**src/rtl/sb_tx_arbiter_pkg.sv**
```systemverilog
// rtl/sb_tx_arbiter_pkg.sv - sideband codex types shared by the TX arbiter and its round-robin picker
package sb_tx_arbiter_pkg;

    localparam int SB_ARB_MAX_REQ = 8;

    typedef logic [7:0] SB_msg_t;

    typedef enum logic [1:0] {
        SB_PLEN_NONE = 2'd0,
        SB_PLEN_32   = 2'd1,
        SB_PLEN_64   = 2'd2
    } sb_plen_t;

    typedef enum logic [1:0] {
        SB_ARB_IDLE = 2'd0,
        SB_ARB_HDR  = 2'd1,
        SB_ARB_DATA = 2'd2
    } sb_arb_state_t;

    // Reserved length code 3 carries no payload.
    function automatic logic plen_has_data(input logic [1:0] plen);
        return (plen == SB_PLEN_32) || (plen == SB_PLEN_64);
    endfunction

    // A 32-bit payload travels in the low half with the upper half zeroed.
    function automatic logic [63:0] format_payload(input logic [1:0] plen, input logic [63:0] data);
        return (plen == SB_PLEN_64) ? data : {32'd0, data[31:0]};
    endfunction

endpackage

```
**src/rtl/sb_rr_arbiter.sv**
```systemverilog
// rtl/sb_rr_arbiter.sv - combinational round-robin picker searching upward from a pointer with wrap
module sb_rr_arbiter
    import sb_tx_arbiter_pkg::*;
#(
    parameter int N = 3
) (
    input  logic [N-1:0] req,
    input  logic [2:0]   ptr,
    input  logic [N-1:0] mask,
    output logic [N-1:0] grant,
    output logic [2:0]   idx
);

    int best_off;
    int off;

    // The eligible requester closest to the pointer (distance measured upward, wrapping) wins.
    always_comb begin
        grant    = '0;
        idx      = '0;
        best_off = N;
        off      = 0;
        for (int i = 0; i < N; i++) begin
            off = (i >= int'(ptr)) ? (i - int'(ptr)) : (i + N - int'(ptr));
            if (req[i] && mask[i] && (off < best_off)) begin
                best_off = off;
                grant    = '0;
                grant[i] = 1'b1;
                idx      = 3'(i);
            end
        end
    end

endmodule

```
**src/rtl/sb_tx_arbiter.sv**
```systemverilog
// rtl/sb_tx_arbiter.sv - sideband TX arbiter and header/data beat sequencer; SB_TX_ARB_PRIO0_EN gives source 0 strict priority
module sb_tx_arbiter
    import sb_tx_arbiter_pkg::*;
#(
    parameter int NUM_REQ = 3
) (
    input  logic                         clk_100MHz,
    input  logic                         reset_n,
    input  logic                         enable_i,
    input  logic [NUM_REQ-1:0]           req_i,
    input  SB_msg_t [NUM_REQ-1:0]        msg_i,
    input  logic [NUM_REQ-1:0][1:0]      plen_i,
    input  logic [NUM_REQ-1:0][63:0]     data_i,
    output logic [NUM_REQ-1:0]           ack_o,
    input  logic                         ready_i,
    output logic                         valid_o,
    output SB_msg_t                      SB_msg_o,
    output logic [63:0]                  dataBus_o,
    output logic                         busy_o,
    output logic [2:0]                   gnt_idx_o
);

    sb_arb_state_t      state;
    logic [2:0]         rr_ptr;
    logic [1:0]         plen_q;
    logic [63:0]        data_q;

    logic [NUM_REQ-1:0] rr_mask;
    logic [NUM_REQ-1:0] rr_grant;
    logic [2:0]         rr_idx;
    logic [NUM_REQ-1:0] win_onehot;
    logic [2:0]         win_idx;
    logic               ptr_update;
    logic               grant_now;
    logic [2:0]         ptr_next;
    SB_msg_t            win_msg;
    logic [1:0]         win_plen;
    logic [63:0]        win_data;

    sb_rr_arbiter #(.N(NUM_REQ)) u_rr (
        .req   (req_i),
        .ptr   (rr_ptr),
        .mask  (rr_mask),
        .grant (rr_grant),
        .idx   (rr_idx)
    );

`ifdef SB_TX_ARB_PRIO0_EN
    assign rr_mask = {{(NUM_REQ-1){1'b1}}, 1'b0};

    // Source 0 pre-empts the rotation and leaves the pointer where it was.
    always_comb begin
        win_onehot = rr_grant;
        win_idx    = rr_idx;
        ptr_update = 1'b1;
        if (req_i[0]) begin
            win_onehot = NUM_REQ'(1);
            win_idx    = 3'd0;
            ptr_update = 1'b0;
        end
    end
`else
    assign rr_mask = '1;

    // Every grant comes from the rotation and advances the pointer.
    always_comb begin
        win_onehot = rr_grant;
        win_idx    = rr_idx;
        ptr_update = 1'b1;
    end
`endif

    assign grant_now = (state == SB_ARB_IDLE) && enable_i && (|win_onehot);
    assign ack_o     = grant_now ? win_onehot : '0;
    assign ptr_next  = (win_idx == 3'(NUM_REQ-1)) ? 3'd0 : win_idx + 3'd1;

    // Select the winner's message fields with the one-hot grant.
    always_comb begin
        win_msg  = '0;
        win_plen = '0;
        win_data = '0;
        for (int i = 0; i < NUM_REQ; i++) begin
            if (win_onehot[i]) begin
                win_msg  = win_msg  | msg_i[i];
                win_plen = win_plen | plen_i[i];
                win_data = win_data | data_i[i];
            end
        end
    end

    // Grant/capture in IDLE, then present header and optional payload beats until each is accepted.
    always_ff @(posedge clk_100MHz or negedge reset_n) begin
        if (!reset_n) begin
            state     <= SB_ARB_IDLE;
            rr_ptr    <= 3'd0;
            plen_q    <= 2'd0;
            data_q    <= 64'd0;
            valid_o   <= 1'b0;
            SB_msg_o  <= '0;
            dataBus_o <= 64'd0;
            busy_o    <= 1'b0;
            gnt_idx_o <= 3'd0;
        end else begin
            case (state)
                SB_ARB_IDLE: begin
                    if (grant_now) begin
                        SB_msg_o  <= win_msg;
                        plen_q    <= win_plen;
                        data_q    <= win_data;
                        gnt_idx_o <= win_idx;
                        if (ptr_update) begin
                            rr_ptr <= ptr_next;
                        end
                        dataBus_o <= 64'd0;
                        valid_o   <= 1'b1;
                        busy_o    <= 1'b1;
                        state     <= SB_ARB_HDR;
                    end
                end
                SB_ARB_HDR: begin
                    if (ready_i) begin
                        if (plen_has_data(plen_q)) begin
                            dataBus_o <= format_payload(plen_q, data_q);
                            state     <= SB_ARB_DATA;
                        end else begin
                            valid_o <= 1'b0;
                            busy_o  <= 1'b0;
                            state   <= SB_ARB_IDLE;
                        end
                    end
                end
                SB_ARB_DATA: begin
                    if (ready_i) begin
                        dataBus_o <= 64'd0;
                        valid_o   <= 1'b0;
                        busy_o    <= 1'b0;
                        state     <= SB_ARB_IDLE;
                    end
                end
                default: begin
                    valid_o <= 1'b0;
                    busy_o  <= 1'b0;
                    state   <= SB_ARB_IDLE;
                end
            endcase
        end
    end

endmodule

```
**config.mk**
```make
export PLATFORM = sky130hd
export DESIGN_NAME = sb_tx_arbiter
export DESIGN_NICKNAME = d
export VERILOG_FILES = /design/src/rtl/sb_tx_arbiter_pkg.sv /design/src/rtl/sb_rr_arbiter.sv /design/src/rtl/sb_tx_arbiter.sv
export SDC_FILE = /design/constraint.sdc
export NUM_CORES = 1
export LEC_CHECK = 0
export ABC_AREA = 1
export CORE_MARGIN = 2
export CORE_UTILIZATION = 35
export CTS_BUF_LIST = sky130_fd_sc_hd__clkbuf_8 sky130_fd_sc_hd__clkbuf_16
export DETAILED_ROUTE_END_ITERATION = 12
export GPL_TIMING_DRIVEN = 0
export PLACE_DENSITY = 0.74
export SETUP_SLACK_MARGIN = 0.4
export SYNTH_ARGS = -nofsm -noshare
export SYNTH_HDL_FRONTEND = slang
export SYNTH_SLANG_ARGS = --single-unit
export TNS_END_PERCENT = 50
```
**constraint.sdc**
```tcl
create_clock -name clk_100MHz -period 4.5 [get_ports clk_100MHz]
set_clock_uncertainty 0.1 [all_clocks]
set_input_delay 0.9 -clock clk_100MHz [delete_from_list [all_inputs] [get_ports clk_100MHz]]
set_output_delay 0.9 -clock clk_100MHz [all_outputs]
set_load 0.01 [all_outputs]
```
==> results of run 1 <==
routing by layer:
metal	track usage [%]	share of wire (%)	up-vias
met3	6.08	7.8	54
met2	42.4	50	379
li1	-	-	4436
met5	0	0	-
met1	28.2	39	4277
met4	9.57	3.1	0
cell type report:
type / count / area [sq um]
Inverter: 91 / 359
Sequential cell: 146 / 3650
Clock buffer: 20 / 467
Multi-Input combinational cell: 836 / 4380
Clock inverter: 12 / 154
Timing Repair Buffer: 374 / 3800
Fill cell: 1983 / 8860
Tap cell: 285 / 357
Buffer: 75 / 606
cell families (layout without fill, tap and decap cells):
| logic type | after synthesis | after routing | synth area share (%) |
|---|---|---|---|
| simple gates | 748 | 750 | 38.7 |
| buf+inv | 166 | 572 | 9.04 |
| flops | 146 | 146 | 45.1 |
| compound gates | 68 | 68 | 4.53 |
| fa+ha+maj | 15 | 15 | 2.32 |
| xor+xnor | 2 | 2 | 0.216 |
| other cells | 1 | 1 | 0.0463 |
sequential cells by signal (all words and copies together) (netlist names):
| name | cells |
|---|---|
| SB_msg_o | 8 |
| busy_o | 1 |
| dataBus_o | 64 |
| data_q | 64 |
| gnt_idx_o | 2 |
| plen_q | 2 |
| rr_ptr | 3 |
| state | 2 |
worst max-delay path by stage:
stage          startpoint  depth (start not counted)  slack [ps]             to
2_1_floorplan   rr_ptr[2]                         30         190       ack_o[2]
3_3_place_gp      reset_n                          1       -3560  dataBus_o[37]
3_5_place_dp     req_i[0]                         28       -1540       ack_o[1]
4_1_cts         rr_ptr[1]                         33        -250       ack_o[2]
5_1_grt         rr_ptr[1]                         31        -660       ack_o[0]
6_report        rr_ptr[1]                         29        -480       ack_o[0]
worst max-delay path, delay by kind of cell (launching register included):
kind	cells	cell delay, ps
simple gates	17	1380
fa+ha+maj	4	840
buf+inv	6	620
flops	1	430
compound gates	2	260
power groups by stage:
stage	combinational [mW]	sequential [mW]	clock (mW)
2_1_floorplan	3.51	1.94	0
3_3_place_gp	5.42	1.93	0
3_5_place_dp	5.50	1.93	0
4_1_cts	6.24	1.92	1.51
5_1_grt	8.66	1.96	1.58
6_report	8.03	1.92	1.50
Yosys cell counts:
| master | count |
|---|---|
| sky130_fd_sc_hd__a21boi_0 | 1 |
| sky130_fd_sc_hd__a21boi_1 | 1 |
| sky130_fd_sc_hd__a21o_1 | 1 |
| sky130_fd_sc_hd__a21oi_1 | 1 |
| sky130_fd_sc_hd__buf_1 | 1 |
| sky130_fd_sc_hd__buf_2 | 37 |
| sky130_fd_sc_hd__buf_4 | 8 |
| sky130_fd_sc_hd__buf_6 | 4 |
| sky130_fd_sc_hd__clkbuf_1 | 25 |
| sky130_fd_sc_hd__conb_1 | 1 |
| sky130_fd_sc_hd__dfrtp_1 | 146 |
| sky130_fd_sc_hd__ha_1 | 15 |
| sky130_fd_sc_hd__inv_1 | 87 |
| sky130_fd_sc_hd__inv_2 | 3 |
| sky130_fd_sc_hd__inv_4 | 1 |
| sky130_fd_sc_hd__nand2_1 | 520 |
| sky130_fd_sc_hd__nand2_2 | 2 |
| sky130_fd_sc_hd__nand2_4 | 2 |
| sky130_fd_sc_hd__nand3_1 | 82 |
| sky130_fd_sc_hd__nand3_2 | 1 |
| sky130_fd_sc_hd__nand3_4 | 1 |
| sky130_fd_sc_hd__nand4_1 | 64 |
| sky130_fd_sc_hd__nor2_1 | 70 |
| sky130_fd_sc_hd__nor2_4 | 2 |
| sky130_fd_sc_hd__nor3_1 | 2 |
| sky130_fd_sc_hd__nor3b_1 | 1 |
| sky130_fd_sc_hd__o21ai_0 | 16 |
| sky130_fd_sc_hd__o21ai_1 | 34 |
| sky130_fd_sc_hd__o21bai_1 | 1 |
| sky130_fd_sc_hd__o22ai_1 | 13 |
| sky130_fd_sc_hd__or2_2 | 1 |
| sky130_fd_sc_hd__xnor2_1 | 1 |
| sky130_fd_sc_hd__xor2_1 | 1 |
stage by stage:
stage | std cells | TNS, ps | worst slack (ps)
global placement | 1738 | -544560 | -3560
detailed placement | 1739 | -33500 | -1540
floorplan | 1146 | 0 | 187
global route | 1839 | -3190 | -661
CTS | 1815 | -721 | -250
finish | 1839 | -1390 | -479
repair_timing:
item / 4_1_cts / 5_1_grt
gates resized for setup: 53 / 212
setup buffers: 44 / 10
setup endpoints to repair: 143 / 147
cloned: 0 / 14
pin swaps: 20 / 52
endpoints found under the hold margin: 0 / 0
==> qor.yml, run 1 <==
drt_wl_total_microns: 32000
min_period_over_period_pct: 111
tritoncts.num_buffers: 17
worstPathMaxFanout: 7
worstPathArrival_ps: 3980
drtAntennaViolNets: 0
power_switching_mw: 5.35
avgRoutedWirePerCell_microns: 17.4
outcome: "finished with violations"
buffer_ports.inserted: 307
final_util_pct: 60.9
clockPowerShare_pct: 13.1
finish.net_count: 1785
totalPowerFinal_mw: 11.4
number_of_antenna_violations_at_the_first_check_in_global_routing: 0
synth.net_count: 1390
clkSlewWorstSetupHoldPaths_ps: 60
synth_seq_cells: 146
postPlaceCellArea_sq_mm: 0.0116
layout-area-overhead-vs-synth_pct: 70.2
cell_types_with_the_largest_area_share_after_synthesis: "sky130_fd_sc_hd__dfrtp_1 (45%), sky130_fd_sc_hd__nand2_1 (24%), sky130_fd_sc_hd__nand3_1 (5.1%)"
worst_path_max_delay_cell: "sky130_fd_sc_hd__dfrtp_1"
floorplan.core_area_sq_mm: 0.0226
die_height_microns: 156
final_cell_mix: "sky130_fd_sc_hd__nand2_1 (462), sky130_fd_sc_hd__clkdlybuf4s50_1 (302), sky130_fd_sc_hd__dfrtp_1 (146)"
internal_power_contribution_mw: 6.09
setup_repair_after_global_routing_missed_its_margin: "true"
clkSinkCount: 146
dr.first_iter.drc_count: 475
timing.critical_path.to_type: "primary output"
grt.total_usage_pct: 24.1
layout-drive-gt1-share_pct: 18.5
hold_violations: 0
start_util_pct: 35.8
worst_ir_drop_on_vdd_v: 0.000368
leakage_nw: 6.81
route.detailed.drc: 0
finalWorstPathRequiredPeriod_ps: 4980
synth_largest_area_cell: "sky130_fd_sc_hd__dfrtp_1"
detailedRoute.firstPassIterationCount: 5
yosysSeqAreaShare_pct: 45.1
synth_cells: 1146
final.hold.worst_slack_ps: 335
top_level_ports: 309
die_x_microns: 156
worst_slew_slack_as_a_fraction_of_its_limit_pct: 19.4
clk-insertion-delay-late_ps: 420
finalSetupViolations: 3
crit_path_class: "reg2out"
max-clock-path-buffers: 2
rr_startpoint: "rr_ptr[1]"
via_count: 9146
largest_net_degree_at_the_start_of_global_routing: 90
sw_frac_of_total_pct: 46.8
grt_pass1_wl_microns: 45100
via_per_inst: 4.97
synth.top_cell.area_share_pct: 45.1
violations: "setup timing"
detailed_placement_hpwl_microns: 21800
power_frac_seq_pct: 16.8
final_common_cell: "sky130_fd_sc_hd__nand2_1"
r2r_end: "dataBus_o[59]"
critical-path-max-stage-delay_ps: 430
synth_area_per_cell_sq_um: 7.06
die_area_sq_mm: 0.0244
timing_worst_slew_pin_value_ps: 1200
core.rowCount: 55
cts.root.buffer_cell: "sky130_fd_sc_hd__clkbuf_16"
r2r_slack_ps: 130
globalRoute.totalOverflow: 0
first_global_vias: 8646
post_synthesis_cell_area_sq_mm: 0.00810
tritoncts: "done"
cts_max_level: 4
pwr-share-comb_pct: 70.2
worstHoldPathType: "in2async"
power_density_mw_per_mm2: 830
setup_ws_ps: -479
fin_area_sq_mm: 0.0138
num_antenna_cells: 0
cp.required_ps: 3500
setup.worst_path.start_class: "flip-flop"
yosysWarningCount: 0
drv_cap: 0
timing.final.max_slew_violations: 0
timing.reg2reg.worst_path_depth: 33
cts_hold_buf: 0
synth_cell_types: 33
final_replace_weighted_congestion: 0.836
top_achievable_clock_speed_mhz: 201
Note: power is estimated with default switching activity, not from simulation.
==> run 2, diff against run 1 <==
--- a/config.mk
+++ b/config.mk
@@ -12,6 +12,7 @@
 export DETAILED_ROUTE_END_ITERATION = 12
 export GPL_TIMING_DRIVEN = 0
 export PLACE_DENSITY = 0.74
+export RECOVER_POWER = 25
 export SETUP_SLACK_MARGIN = 0.4
 export SYNTH_ARGS = -nofsm -noshare
 export SYNTH_HDL_FRONTEND = slang
==> qor.yml, run 2 (synthesis gave the netlist of run 1 again) <==
outcome: "finished with violations"
violations: "capacitance limit, slew limit, setup timing"
final_cell_mix: "sky130_fd_sc_hd__nand2_1 (462), sky130_fd_sc_hd__clkdlybuf4s50_1 (302), sky130_fd_sc_hd__dfrtp_1 (146)"
cts_hold_buf: 0
avgRoutedWirePerCell_microns: 17.4
floorplan.core_area_sq_mm: 0.0226
worstHoldPathType: "reg2reg"
detailedRoute.firstPassIterationCount: 5
pwr-share-comb_pct: 70.1
largest_net_degree_at_the_start_of_global_routing: 90
drv_cap: 1
grt_pass1_wl_microns: 45100
die_height_microns: 156
worstPathArrival_ps: 3970
die_x_microns: 156
fin_area_sq_mm: 0.0138
start_util_pct: 35.8
final_replace_weighted_congestion: 0.836
power_density_mw_per_mm2: 831
leakage_nw: 6.80
clk-insertion-delay-late_ps: 420
timing.critical_path.to_type: "primary output"
grt.total_usage_pct: 24.1
sw_frac_of_total_pct: 46.8
timing_worst_slew_pin_value_ps: 3140
worstPathBufferInverterCount: 6
clockPowerShare_pct: 13.1
internal_power_contribution_mw: 6.08
totalPowerFinal_mw: 11.4
worst_ir_drop_on_vdd_v: 0.000368
crit_path_class: "reg2out"
tritoncts: "done"
setup_ws_ps: -468
finalSetupViolations: 3
cp.required_ps: 3500
postPlaceCellArea_sq_mm: 0.0116
clkSlewWorstSetupHoldPaths_ps: 60
first_global_vias: 8646
finalWorstPathRequiredPeriod_ps: 4970
power_switching_mw: 5.35
die_area_sq_mm: 0.0244
worst_path_max_delay_cell: "sky130_fd_sc_hd__dfrtp_1"
registers_with_the_most_flip_flops: "dataBus_o (64), data_q (64), SB_msg_o (8)"
r2r_slack_ps: 140
worstPathMaxFanout: 7
clkSinkCount: 146
detailed_placement_hpwl_microns: 21800
dr.first_iter.drc_count: 492
max-clock-path-buffers: 2
drtAntennaViolNets: 0
buffer_ports.inserted: 307
cts.root.buffer_cell: "sky130_fd_sc_hd__clkbuf_16"
finish.net_count: 1785
kind_of_cell_with_the_highest_combined_delay_on_the_critical_path: "simple AND/OR/NAND/NOR gates"
worst_setup_path_endpoint: "ack_o[0]"
setup_repair_after_global_routing_missed_its_margin: "true"
layout-area-overhead-vs-synth_pct: 69.9
hold_violations: 0
route.detailed.drc: 0
r2r_end: "dataBus_o[60]"
core.rowCount: 55
top_achievable_clock_speed_mhz: 201
cp_num_cells: 29
timing.reg2reg.worst_path_depth: 33
worst_setup_path_startpoint: "rr_ptr[1]"
layout-drive-gt1-share_pct: 18.5
critical-path-max-stage-delay_ps: 430
final_common_cell: "sky130_fd_sc_hd__nand2_1"
worst_slew_slack_as_a_fraction_of_its_limit_pct: -110
min_period_over_period_pct: 110
number_of_antenna_violations_at_the_first_check_in_global_routing: 0
place_worst_setup_slack_ps: -1540
num_antenna_cells: 0
globalRoute.totalOverflow: 0
via_count: 9133
top_level_ports: 309
timing.final.max_slew_violations: 59
tritoncts.num_buffers: 17
cts_max_level: 4
via_per_inst: 4.97
power_frac_seq_pct: 16.8
drt_wl_total_microns: 31900
rr_startpoint: "rr_ptr[1]"
setup.worst_path.start_class: "flip-flop"
## run 2: through the flow
step | util, % | hold slack (ps) | TNS [ps] | cells
finish | 60.7 | 366 | -1360 | 1839
CTS | 56.2 | 357 | -721 | 1815
floorplan | - | 349 | 0 | 1146
global route | 60.7 | 391 | -27150 | 1839
global placement | 51.1 | 353 | -544560 | 1738
detailed placement | 51.2 | 357 | -33500 | 1739
## run 2: area by class of cell
type / count / area, sq um
Clock buffer: 20 / 467
Sequential cell: 146 / 3650
Fill cell: 1987 / 8890
Multi-Input combinational cell: 836 / 4380
Buffer: 75 / 606
Tap cell: 285 / 357
Inverter: 91 / 359
Clock inverter: 12 / 154
Timing Repair Buffer: 374 / 3770
## run 2: how the worst min path moves through the flow
stage	startpoint	endpoint	slack, ps	cells after the start
global placement	dataBus_o[45]	dataBus_o[45]	350	2
floorplan	data_q[32]	data_q[32]	350	2
CTS	reset_n	data_q[50]	360	1
detailed placement	dataBus_o[31]	dataBus_o[31]	360	2
finish	dataBus_o[31]	dataBus_o[31]	370	2
global route	SB_msg_o[6]	SB_msg_o[6]	390	2
## run 2: worst reg2reg max path, delay by kind of cell, from the launching register on
family | cells | cell delay (ps)
AOI/OAI and AO/OA | 2 | 260
DFF | 1 | 430
adders and majority gates | 4 | 840
and+or+nand+nor | 20 | 1670
buffers and inverters | 7 | 920
## run 2: timing repair
action,CTS,global route
buffers inserted,44,10
gates resized for setup,53,212
cloned,0,14
pin swaps,20,52
setup endpoints to repair,143,147
## run 2: metal layers
metal	vias up	routed length (microns)	GRT usage [%]
met5	-	0	0
met4	0	1040	9.57
met3	62	2540	6.08
met2	377	16000	42.4
met1	4259	12300	28.2
li1	4435	-	-
## run 2: power by group through the flow
| stage | clock, mW | combinational [mW] | sequential (mW) |
|---|---|---|---|
| finish | 1.50 | 8.02 | 1.92 |
| global route | 1.58 | 8.65 | 1.96 |
| CTS | 1.51 | 6.24 | 1.92 |
| detailed placement | 0 | 5.50 | 1.93 |
| global placement | 0 | 5.42 | 1.93 |
| floorplan | 0 | 3.51 | 1.94 |
